<file path="src/rtl/hamming_pkg.sv">
// hamming_pkg: shared Hamming helpers and defaults for encoder and decoder.
// SECDED_BIT reflects the SECDED_EN build macro (overall parity bit).
package hamming_pkg;

    localparam int DATA_W_4  = 4;
    localparam int DATA_W_11 = 11;
    localparam int DATA_W_26 = 26;
    localparam int DATA_W_57 = 57;

`ifdef SECDED_EN
    localparam int SECDED_BIT = 1;
`else
    localparam int SECDED_BIT = 0;
`endif

    function automatic int calc_parity_w(input int data_w);
        int p;
        p = 7;
        for (int i = 7; i >= 1; i--)
            if ((1 << i) >= data_w + i + 1) p = i;
        return p;
    endfunction

    function automatic bit is_pow2(input int pos);
        return (pos != 0) && ((pos & (pos - 1)) == 0);
    endfunction

    // Bit pos-1 set for every codeword position pos covered by parity p_k.
    function automatic logic [63:0] cover_mask(input int k);
        logic [63:0] m;
        m = '0;
        for (int pos = 1; pos <= 64; pos++)
            m[pos-1] = ((pos >> k) & 1) == 1;
        return m;
    endfunction

endpackage

</file>
<file path="src/rtl/hamming_parity_gen.sv">
// hamming_parity_gen: scatters data bits into non-power-of-two positions and
// fills each position 2^k with its even parity bit (purely combinational).
module hamming_parity_gen
    import hamming_pkg::*;
#(
    parameter  int DATA_W = 4,
    localparam int P_W    = calc_parity_w(DATA_W),
    localparam int N      = DATA_W + P_W
) (
    input  logic [DATA_W-1:0] i_data,
    output logic [N-1:0]      o_code
);

    logic [N-1:0]   w_scatter;
    logic [P_W-1:0] w_par;

    genvar i, k;

    // Data index for position i is i minus the number of parity slots at or below it.
    for (i = 1; i <= N; i++) begin : g_pos
        if (is_pow2(i)) begin : g_par_slot
            assign w_scatter[i-1] = 1'b0;
        end else begin : g_data_slot
            assign w_scatter[i-1] = i_data[i-$clog2(i+1)-1];
        end
    end

    for (k = 0; k < P_W; k++) begin : g_pk
        localparam logic [63:0] MASK = cover_mask(k);
        assign w_par[k] = ^(w_scatter & MASK[N-1:0]);
    end

    always_comb begin
        o_code = w_scatter;
        for (int j = 0; j < P_W; j++)
            o_code[(1 << j) - 1] = w_par[j];
    end

endmodule

</file>
<file path="src/rtl/hamming_encoder_param.sv">
// hamming_encoder_param: valid/ready Hamming encoder with a 2-entry output FIFO
// and accepted-word counter; define SECDED_EN to append an overall parity bit.
module hamming_encoder_param
    import hamming_pkg::*;
#(
    parameter  int DATA_W = 4,
    parameter  int CNT_W  = 16,
    localparam int P_W    = calc_parity_w(DATA_W),
    localparam int CODE_W = DATA_W + P_W + SECDED_BIT
) (
    input  logic              clk,
    input  logic              rst_n,
    input  logic              ena,
    input  logic              in_valid,
    output logic              in_ready,
    input  logic [DATA_W-1:0] data_in,
    output logic              out_valid,
    input  logic              out_ready,
    output logic [CODE_W-1:0] code_out,
    output logic [CNT_W-1:0]  word_cnt
);

    logic [DATA_W+P_W-1:0] w_base;
    logic [CODE_W-1:0]     w_code;
    logic                  w_push;
    logic                  w_pop;
    logic [1:0]            w_count_nxt;

    logic [CODE_W-1:0]     r_mem [2];
    logic                  r_wr_ptr;
    logic                  r_rd_ptr;
    logic [1:0]            r_count;
    logic                  r_in_ready;
    logic [CNT_W-1:0]      r_word_cnt;

    hamming_parity_gen #(.DATA_W(DATA_W)) u_parity_gen (
        .i_data (data_in),
        .o_code (w_base)
    );

`ifdef SECDED_EN
    assign w_code = {^w_base, w_base};
`else
    assign w_code = w_base;
`endif

    // in_ready is registered from the post-update count, so out_ready never reaches it.
    assign in_ready    = r_in_ready & ena;
    assign out_valid   = r_count != 2'd0;
    assign code_out    = out_valid ? r_mem[r_rd_ptr] : '0;
    assign word_cnt    = r_word_cnt;
    assign w_push      = ena & in_valid & r_in_ready;
    assign w_pop       = ena & out_valid & out_ready;
    assign w_count_nxt = r_count + {1'b0, w_push} - {1'b0, w_pop};

    always_ff @(posedge clk or negedge rst_n) begin
        if (!rst_n) begin
            r_mem[0]   <= '0;
            r_mem[1]   <= '0;
            r_wr_ptr   <= 1'b0;
            r_rd_ptr   <= 1'b0;
            r_count    <= 2'd0;
            r_in_ready <= 1'b0;
            r_word_cnt <= '0;
        end else begin
            if (w_push) begin
                r_mem[r_wr_ptr] <= w_code;
                r_wr_ptr        <= ~r_wr_ptr;
                r_word_cnt      <= r_word_cnt + 1'b1;
            end
            if (w_pop)
                r_rd_ptr <= ~r_rd_ptr;
            r_count    <= w_count_nxt;
            r_in_ready <= w_count_nxt < 2'd2;
        end
    end

endmodule

</file>
<file path="config.mk">
export PLATFORM = sky130hd
export DESIGN_NAME = hamming_encoder_param
export DESIGN_NICKNAME = d
export VERILOG_FILES = /design/src/rtl/hamming_pkg.sv /design/src/rtl/hamming_parity_gen.sv /design/src/rtl/hamming_encoder_param.sv
export SDC_FILE = /design/constraint.sdc
export NUM_CORES = 1
export LEC_CHECK = 0
export CORE_UTILIZATION = 30
export CTS_CLUSTER_DIAMETER = 60
export DETAILED_ROUTE_END_ITERATION = 7
export PLACE_DENSITY_LB_ADDON = 0.1
export SETUP_SLACK_MARGIN = 0.15
export SLEW_MARGIN = 20
export SYNTH_ARGS = -nofsm -noshare
export SYNTH_HDL_FRONTEND = slang
export SYNTH_SLANG_ARGS = --single-unit
</file>
<file path="constraint.sdc">
create_clock -name clk -period 2.5 [get_ports clk]
set_input_delay 0.5 -clock clk [delete_from_list [all_inputs] [get_ports clk]]
set_output_delay 0.5 -clock clk [all_outputs]
set_load 0.01 [all_outputs]
</file>
# Word level (Yosys, flattened, before mapping)

Cells that the tools add are included.

Word-level logic and storage cells: 35
Bits of input ports: 9
Flip-flop bits (word level): 35

Add/sub/neg operators: 3
Magnitude comparators: 4
Reduce and logical (&&, ||, !) cells: 5
Bitwise logic cells: 9
Muxes and demuxes: 7

Operators by type and width:

| operator                | count |
|---|---|
| $mux W7                 | 5 |
| $reduce_xor A7 Y1       | 3 |
| $add A16 B1 Y16 const B | 1 |
| $bwmux W14              | 1 |
| $demux W7 S1            | 1 |
| $and A1 B1 Y1           | 5 |
| $ge A2 B2 Y1 const B    | 2 |
| $not A1 Y2              | 2 |
| $add A2 B1 Y2           | 1 |
| $lt A2 B1 Y1 const B    | 1 |
| $lt A2 B2 Y1 const B    | 1 |
| $not A1 Y1              | 2 |
| $reduce_bool A2 Y1      | 1 |
| $sub A2 B1 Y2           | 1 |
| $logic_and A1 B1 Y1     | 1 |

# Logic depth before layout (Yosys ltp)

Depth after elaboration: 6
Depth in mapped cells: 9

# Hierarchy

From an unflattened synthesis, not the netlist that was laid out.

Cells, all modules: 137
Area, all modules: 1734.2 µm²

Modules (own cells, without submodules):

| module                | seq. area each (µm²) | instances | area an instance (µm²) | cells an instance |
|---|---|---|---|---|
| hamming_encoder_param | 875.8                | 1         | 1625.3                 | 130 |
| hamming_parity_gen    | 0.0                  | 1         | 108.9                  | 7 |

# Worst setup path before layout

Ideal clock, no wire load.

Kind: reg2reg
Start point: register r_count[1]
End point: register r_count[1]
Arrival time: 1.916 ns
Clock period less this slack: 2.037 ns
Setup slack: 0.463 ns
Cell stages (with the launch flop): 10
Cell sequence: dfrtp_1 > nor2_1 > inv_1 > and3_2 > ha_1 > inv_1 > ha_1 > xnor2_1 > xor2_1 > inv_1

Cells in the longest elaborated chain, start to end: 4
Elaborated cells between the ends (all ways): 5
Classes of those cells: add/sub: 2; bitwise: 2; reduce/logical: 1

RTL lines:

| item                       | line                        | RTL |
|---|---|---|
| from (decl)                | hamming_encoder_param.sv:32 | `logic [1:0] r_count;` |
| from (signal assigned)     | hamming_encoder_param.sv:73 | `r_count <= w_count_nxt;` |
| $reduce_bool A2 Y1         | hamming_encoder_param.sv:49 | `assign out_valid = r_count != 2'd0;` |
| via out_valid              | hamming_encoder_param.sv:17 | `output logic out_valid,` |
| $and A1 B1 Y1 (2 in a row) | hamming_encoder_param.sv:53 | `assign w_pop = ena & out_valid & out_ready;` |
| via w_pop                  | hamming_encoder_param.sv:26 | `logic w_pop;` |
| $sub A2 B1 Y2              | hamming_encoder_param.sv:54 | `assign w_count_nxt = r_count + {1'b0, w_push} - {1'b0, w_pop};` |
| via w_count_nxt[1]         | hamming_encoder_param.sv:27 | `logic [1:0] w_count_nxt;` |

The timed path passes the listed nets, and every way through them passes these cells.
A chain may end at the register's enable or synchronous reset.

# Worst setup path after layout

Start point: input ena
End point: output in_ready

Cells in the longest elaborated chain, start to end: 1

RTL lines:

| item          | line                        | RTL |
|---|---|---|
| from (decl)   | hamming_encoder_param.sv:13 | `input logic ena,` |
| $and A1 B1 Y1 | hamming_encoder_param.sv:48 | `assign in_ready = r_in_ready & ena;` |
| to (decl)     | hamming_encoder_param.sv:15 | `output logic in_ready,` |

No other way between the ends.

==> results.toml <==
[global_routing]
grt_max_degree = 36
first_global_vias = 1100
grt-ovfl-total = 0
antenna_found_initial = 0
gr-usage-all-layers_pct = 12.9
grt_pass1_wl_mm = 5.30

[status]
outcome = "completed"

[detailed_routing]
route.detailed.drc = 0
dr.pass1.iters = 2
vias = 1109
via_per_inst = 4.42
wl_per_cell_um = 12.1
finalWirelength_mm = 3.03
ant_nets = 0
first_iter_violations = 33

[logic_synthesis]
synth_cell_types = 23
async_flop_share_pct = 100
ys_ff_latch = 35
synth-edff-count = 0
ys_seq_area_share_pct = 55.2
yosys-top-cells-area = "dfrtp_1 (55%), xnor2_1 (7.2%), mux2_2 (5.7%)"
synth_area_mm2 = 0.00159
synth_top_area_cell = "dfrtp_1"
yosysMostFrequentCell = "dfrtp_1"
syn-mean-instance-area_um2 = 11.3
synth_common_cells = "dfrtp_1 (35), nand2_1 (19), xnor2_1 (13)"
synth_top_area_share_pct = 55.2
syn-instance-count = 141
synth_nets = 153
ys_warn_count = 0
synth_flop_cell = "dfrtp_1"

[die]
design.core.area_mm2 = 0.00511
die_h_um = 74.7
die_x_um = 74.7
dieArea_mm2 = 0.00558
rows = 26
ioPinCount = 34
start_util_pct = 31.1

[final_layout]
fin_util_pct = 41.2
final_net_count = 193
area_growth_pct = 32.6
fillers = 503
fin_cells = 251
regArea_um2 = 877
drive_gt1_share_pct = 13.3
multi_input_area_um2 = 676
diodes = 0

[worst_hold_path]
hold_class = "reg2reg"

[clocking]
ctsHoldBuffers = 0
cts_root_buffer = "clkbuf_8"
cts_tree = "yes"
clkLatencyLatePin_ps = 280
cts.sinks = 35
numCtsBuffers = 5
htree_num_levels = 2
path_clk_slew_ps = 70
clock_path_buffers = 2

[power_and_ir_drop]
p_per_area_mw_per_mm2 = 1010
p_total_mw = 2.12
p_leak_nw = 0.961
vdd_drop_max_mv = 0.443

[placement]
portBuffers = 33
place_congestion = 0.712
hpwl_mm = 2.19
dp_cells = 244

[timing]
hold_viol = 0
rsz0062_at_grt = "false"
setup_viol = 0
max_freq_mhz = 455
slew_viol_final = 0
slew_headroom_pct = 69.2
fin_crit_ps = 2200
tightest_slew_ps = 462
skew_ps = 5.39
fin_tns_setup_ps = 0
period_share_pct = 87.9

[worst_setup_path]
cp.required_ps = 2000
critPathLaunchType = "input port"
worst_setup_path_end_kind = "output pin"
crit_chain = "clkdlybuf4s50_1, and2_2, clkdlybuf4s50_1"
cp_max_fo = 4
crit_path_max_incr_delay_ps = 520
crit_top_cell = "clkdlybuf4s50_1"
critPathKind = "in2out"
cp.arrival_ps = 1700
cpMaxStageDelayCell = "clkdlybuf4s50_1"

[job]
drv_cap = 0
==> timing repair <==
| item | in CTS | in global routing |
|---|---|---|
| gates resized for setup | 0 | 1 |
| endpoints found under the setup margin | 0 | 1 |
| setup buffers | 0 | 0 |
==> worst paths after layout <==
| check | start | end | slack, ps | cells after the start |
|---|---|---|---|---|
| setup / recovery | ena | in_ready | 300 | 3 |
| hold / removal | word_cnt[9]$_DFFE_PN0P_ | word_cnt[9]$_DFFE_PN0P_ | 490 | 1 |
| setup reg to reg | r_count[1]$_DFF_PN0_ | r_count[1]$_DFF_PN0_ | 590 | 9 |
| hold reg to reg | word_cnt[9]$_DFFE_PN0P_ | word_cnt[9]$_DFFE_PN0P_ | 490 | 1 |
| max in group asynchronous | rst_n | r_rd_ptr$_DFFE_PN0P_ | 1540 | 2 |
| min in group asynchronous | rst_n | word_cnt[6]$_DFFE_PN0P_ | 630 | 2 |
==> registers in the layout (all words and copies together) (netlist names) <==
register and flops:
r_in_ready 1, r_rd_ptr 1, r_count 2, r_wr_ptr 1
r_mem 14, word_cnt 16
==> routing by layer <==
| layer | vias up | global-route usage [%] | wire length (µm) |
|---|---|---|---|
| met5 | - | 0 | 0 |
| met4 | 0 | 5.66 | 35 |
| met3 | 4 | 4.02 | 92 |
| met2 | 21 | 20.1 | 1460 |
| met1 | 541 | 16.7 | 1440 |
| li1 | 543 | - | - |
==> cells by family after synthesis <==
| group | after synthesis | synth area share [%] |
|---|---|---|
| AOI/OAI and AO/OA | 6 | 1.89 |
| muxes | 15 | 10.1 |
| buffers and inverters | 9 | 2.21 |
| DFF | 35 | 55.2 |
| and+or+nand+nor | 50 | 15.5 |
| xor gates and xnor gates | 23 | 12.7 |
| adders and majority gates | 3 | 2.37 |
==> final cells by class <==
| type | instances | area share, % |
|---|---|---|
| sequential | 35 | 41.7 |
| multi-input combinational | 97 | 32.1 |
| clock inverter | 1 | 0.238 |
| timing repair buffer | 36 | 16.8 |
| tap | 70 | 4.16 |
| inverter | 6 | 1.07 |
| clock buffer | 6 | 3.93 |
==> stage by stage <==
stage	setup slack, ps	area (µm²)	hold slack (ps)
detailed placement	209	2010	476
CTS	212	2100	488
global route	267	2100	500
global placement	242	2010	463
floorplan	463	1590	204
finish	304	2100	486
==> where the power goes <==
group / internal (mW) / switching [mW] / leakage (nW)
Clock: 0.216 / 0.186 / 0.0470
Sequential: 0.761 / 0.155 / 0.442
Combinational: 0.463 / 0.337 / 0.473
Total: 1.44 / 0.678 / 0.961
==> worst max-delay path, delay by kind of cell <==
| family | cells | cell delay [ps] |
|---|---|---|
| buf+inv | 2 | 1040 |
| simple gates | 1 | 150 |
==> placed cells by master (no fill, tap or decap), types with 2 or more instances in the layout <==
master,netlist,layout
and3_1,2,2
buf_4,0,3
clkbuf_8,0,6
clkdlybuf4s50_1,0,33
dfrtp_1,35,34
ha_1,3,3
inv_1,6,6
mux2_2,8,8
mux2i_1,7,7
nand2_1,19,19
nand3_1,6,6
nand4_1,2,2
nor2_1,12,12
nor3_2,2,2
o21ai_0,6,6
xnor2_1,13,13
xor2_1,10,10
No activity file was read; power rests on OpenSTA's default activity.
==> patch 1, RTL diff (same settings) <==
The option `SECDED_EN` is turned on by a define.
--- a/src/rtl/hamming_pkg.sv
+++ b/src/rtl/hamming_pkg.sv
@@ -1,5 +1,7 @@
 // hamming_pkg: shared Hamming helpers and defaults for encoder and decoder.
 // SECDED_BIT reflects the SECDED_EN build macro (overall parity bit).
+`define SECDED_EN
+
 package hamming_pkg;
 
     localparam int DATA_W_4  = 4;
Ports: changed (resized code_out); port bits go from 34 to 35. No check against the original RTL was run, so the function may have changed too.
==> patch 1 against the unedited design <==
- largest power group unchanged
- critical path type unchanged
- sequential cell count up 2
- critical endpoint unchanged
- setup slack better by 0.030 ns
- count of clock-buffer cells in the layout unchanged
- routed wire length up 6.5%
- total power up 4.8%
- area after synthesis up 7.7%
- first-iteration DRC count up 45%
- design area up 5.5%
- worst hold slack worse by 0.0066 ns
==> patch 1: results (changes against the unedited design) <==
Outcome = complete, no violations
Share of layout cells above drive strength 1 = 0.1429 (+0.01026)
Wire length on met1 = 1582 um (+9.7%)
Part of the power in combinational logic = 0.382 (+0.004)
Met3 WL = 133 um (+45%)
Reg2Reg Setup Slack = 0.69 ns (+0.10 ns)
Post_cts resized = 0 (unchanged)
Worst Hold Launch = r_mem[0]
Post-placement cell count = 253 (+3.7%)
Sw Share = 0.3281 (+0.007853)
Fin Clk Skew = 0.006323 ns (+0.0009324 ns)
Vias in the first global route = 1185 (+7.7%)
Register area share after synthesis = 0.5417 (-0.01032)
Maximum clock insertion buffer count = 2 (unchanged)
Synth top area cells = dfrtp_1 (54%), xnor2_1 (9.2%), mux2i_1 (4.7%)
Yosys cell types = 27 (+17%)
Met2 WL post-DR = 1456 um (about the same)
Peak VDD IR = 0.4366 mV (-1.5%)
Vias per inst = 4.471 (+1.2%)
Critical path's slowest cell = clkdlybuf4s50_1
Detailed placement HPWL = 2271 um (+3.6%)
Worst hold slack = 0.4790 ns (-0.006607 ns)
Wire length per cell = 12.35 um (+2.4%)
Worst setup path startpoint = ena
GP Congestion = 0.7123 (about the same)
Maximum fanout along the worst path = 3 (-1)
Arrival @ worst endpoint = 1.67 ns (-0.03 ns)
Crit-path leading delay family = buffers and inverters
Gr usage total = 0.1243 (-0.005175)
Critical path destination = in_ready
P_leak = 0.9726 nW (+1.2%)
Largest incremental delay on the critical path = 0.53 ns
Port-buffer cells = 34 (+3.0%)
Drt pass-1 iters = 6 (+4)
Initial DRC count = 48 (+45%)
H-tree levels = 2 (unchanged)
Clock network fraction of design power = 0.177 (-0.013)
Nets@finish = 200 (+3.6%)
Final WL = 3224 um (+6.5%)
CTS buffer count = 5 (unchanged)
Slew @ Worst Pin = 0.5549 ns (+0.09305 ns)
Syn avg cell area = 11.63 um^2 (+3.3%)
Largest net degree at the start of global routing = 38 (+5.6%)
First-pass GRT wire length = 5823 um (+9.9%)
Post-Syn Nets = 159 (+3.9%)
Most frequent cells after synthesis = dfrtp_1 (37), nand2_1 (20), xnor2_1 (18)
patch 1: changes by cell type in the layout (fill, tap and decap cells not counted), sizes merged, moves of 2 or more:
cell    unedited run  this run
xor2              10         6
o21ai              6         8
nor3               3         0
xnor2             13        18
nand4              3         5
and4               1         3
clkinv             1         3
dfrtp             35        37
patch 1: cells by family after synthesis:
family / share of synthesized area
adders and majority gates: 0.02196
muxes: 0.1018
buffers and inverters: 0.03001
xor gates and xnor gates: 0.1274
AOI/OAI and AO/OA: 0.02343
DFF: 0.5417
and+or+nand+nor: 0.1537
patch 1: per-layer routing:
metal | vias up | GRT usage
met5 | - | 0
met2 | 23 | 0.1912
met1 | 565 | 0.1634
met4 | 0 | 0.04528
met3 | 6 | 0.03882
li1 | 573 | -
patch 1: how the worst min path moves through the flow:
stage                     cells after the start      endpoint
after floorplan                               0    r_count[0]
after global placement                        1  word_cnt[15]
after detailed placement                      2      r_mem[0]
after CTS                                     1  word_cnt[15]
after global routing                          1  word_cnt[15]
final                                         2      r_mem[0]
patch 1: metrics by stage:
stage,area [um^2],util,power [W],setup slack [ns]
global placement,2135,0.3876,0.001835,0.3450
finish,2218,0.4029,0.002221,0.3335
CTS,2217,0.4026,0.002263,0.1705
detailed placement,2135,0.3876,0.001855,0.3079
global route,2218,0.4029,0.002403,0.2729
floorplan,1709,-,0.001433,0.5599
patch 1: layout make-up:
| type | instances | area [um^2] |
|---|---|---|
| tap | 72 | 90.09 |
| clock inverter | 2 | 10.01 |
| timing repair buffer | 37 | 362.8 |
| inverter | 6 | 23.77 |
| sequential | 37 | 927.1 |
| multi-input combinational | 101 | 732.0 |
| clock buffer | 6 | 72.57 |
| fill | 560 | 3288 |
patch 1: tightest hold or removal path, stage by stage, from the launching register on:
cell,delay (ns)
dfrtp_1,0.34
nand2_1,0.04
o21ai_0,0.06
==> patch 2, RTL diff (config.mk and constraints unchanged) <==
Without the edit above. Register the output `word_cnt` once more, without a reset; this adds one clock of latency there. The other outputs are not delayed to match.
--- a/src/rtl/hamming_encoder_param.sv
+++ b/src/rtl/hamming_encoder_param.sv
@@ -48,7 +48,9 @@
     assign in_ready    = r_in_ready & ena;
     assign out_valid   = r_count != 2'd0;
     assign code_out    = out_valid ? r_mem[r_rd_ptr] : '0;
-    assign word_cnt    = r_word_cnt;
+    always_ff @(posedge clk) begin
+        word_cnt <= r_word_cnt;
+    end
     assign w_push      = ena & in_valid & r_in_ready;
     assign w_pop       = ena & out_valid & out_ready;
     assign w_count_nxt = r_count + {1'b0, w_push} - {1'b0, w_pop};
Check against the original RTL: not equivalent (a bounded check fails within 4 cycles, from zero or initial values and one cycle with rst_n low).
==> patch 2 against the unedited design <==
- total power up 23%
- setup slack lost 0.0018 ns
- critical path depth unchanged
- count of clock-buffer cells in the layout decreased by 1
- routed wire length grew 8.3%
- core utilization down 0.34 points
- design area is 17% higher
- sequential cell count grew 16
- area after synthesis is 21% higher
- critical endpoint unchanged
==> patch 2: results (changes against the unedited design) <==
Final WL = 3279 um (+8.3%)
Vias in the first global route = 1156 (+5.1%)
Sw Pwr = 0.0007917 W (+17%)
Hold EP = word_cnt[15]
Hold Path Stages = 0 (-1)
Gr usage total = 0.1147 (-0.01481)
Syn avg cell area = 12.78 um^2 (+14%)
Outcome = complete, no violations
Most frequent cells after synthesis = dfrtp_1 (35), nand2_1 (17), dfxtp_1 (16)
Worst-skew pair later-pin latency = 0.31 ns (+0.03 ns)
Yosys cell types = 29 (+26%)
Largest net degree at the start of global routing = 36 (unchanged)
Initial DRC count = 27 (-18%)
Post-placement cell count = 258 (+5.7%)
R2r worst-path depth = 10 (+1)
Worst min path class = flop to flop
N_diodes = 0 (unchanged)
GP Congestion = 0.7251 (+1.9%)
Crit-path leading delay family = buffers and inverters
Critical path's slowest cell = clkdlybuf4s50_1
Pre-CTS setup slack = 0.2554 ns (+0.04684 ns)
Register area share after synthesis = 0.6240 (+0.07197)
Maximum clock insertion buffer count = 2 (unchanged)
Worst Hold Launch = r_word_cnt[15]
Synth top area cells = dfrtp_1 (46%), dfxtp_1 (17%), xnor2_1 (6.4%)
Nets@finish = 202 (+4.7%)
Peak VDD IR = 0.4971 mV (+12%)
Setup ws final = 0.3017 ns (-0.001838 ns)
Relative slew slack = 0.6860 (-0.006112)
Detailed placement HPWL = 2286 um (+4.3%)
Wire length per cell = 12.33 um (+2.2%)
Clock transition at path regs = 0.09 ns (+0.02 ns)
Post-Syn Nets = 162 (+5.9%)
Crit path kind = input port to output pin
Biggest regs = r_word_cnt: 16 flops, word_cnt: 16 flops, r_mem: 14 flops
CTS buffer count = 5 (unchanged)
Asr flop ratio synth = 0.6863 (-0.3137)
Reg2Reg Setup Slack = 0.51 ns (-0.08 ns)
Share of layout cells above drive strength 1 = 0.1414 (+0.008765)
# fillers = 593 (+18%)
Sw Share = 0.3039 (-0.01634)
P_leak = 1.125 nW (+17%)
First-pass GRT wire length = 5678 um (+7.2%)
Fin Clk Skew = 0.01156 ns (+0.006170 ns)
Drt pass-1 iters = 3 (+1)
Vias per inst = 4.395 (-0.53%)
-- patch 2: metal layers --
layer	global-route usage	part of all wire
met5	0	0
met4	0.04737	0.016
met3	0.03667	0.043
met2	0.1636	0.45
met1	0.1586	0.49
-- patch 2: logic make-up (layout without fill, tap and decap cells) --
kind of cell,count (synthesis),in the layout,synth area share
multiplexers,15,15,0.08942
buffers and inverters,7,48,0.01631
AND/OR/NAND/NOR,45,45,0.1299
XOR/XNOR,23,23,0.1051
flip-flops,51,51,0.6240
adder cells (fa/ha/maj),3,3,0.01958
AO/OA/AOI/OAI,6,6,0.01567
-- patch 2: area by class of cell --
type | count | area [um^2] | area share
clock inverters | 3 | 47.55 | 0.01932
repair buffers | 35 | 345.3 | 0.1403
flip-flops and latches | 51 | 1197 | 0.4865
inverters | 5 | 18.77 | 0.007626
clock buffers | 5 | 68.82 | 0.02796
multi-input cells | 92 | 689.4 | 0.2801
well taps | 75 | 93.84 | 0.03813
-- patch 2: stage by stage --
step,util,cell area [um^2],power (W),hold WS (ns)
floorplan,-,1917,0.001644,0.2044
global placement,0.3889,2344,0.002041,0.3777
CTS,0.4084,2461,0.002648,0.4040
global route,0.4084,2461,0.002797,0.4191
detailed placement,0.3889,2344,0.002054,0.3822
finish,0.4084,2461,0.002605,0.4030
-- patch 2: timing repair --
item	4_1_cts	5_1_grt
endpoints found under the setup margin	2	0
endpoints found under the hold margin	0	0
hold buffers	0	0
gates resized for setup	1	0
-- patch 2: power by group through the flow --
stage	Clock (W)	Combinational, W	Sequential [W]
after CTS	0.000605	0.000831	0.00121
after global routing	0.000643	0.000910	0.00124
after global placement	0	0.000818	0.00122
final	0.000583	0.000812	0.00121
after detailed placement	0	0.000827	0.00123
after floorplan	0	0.000466	0.00118
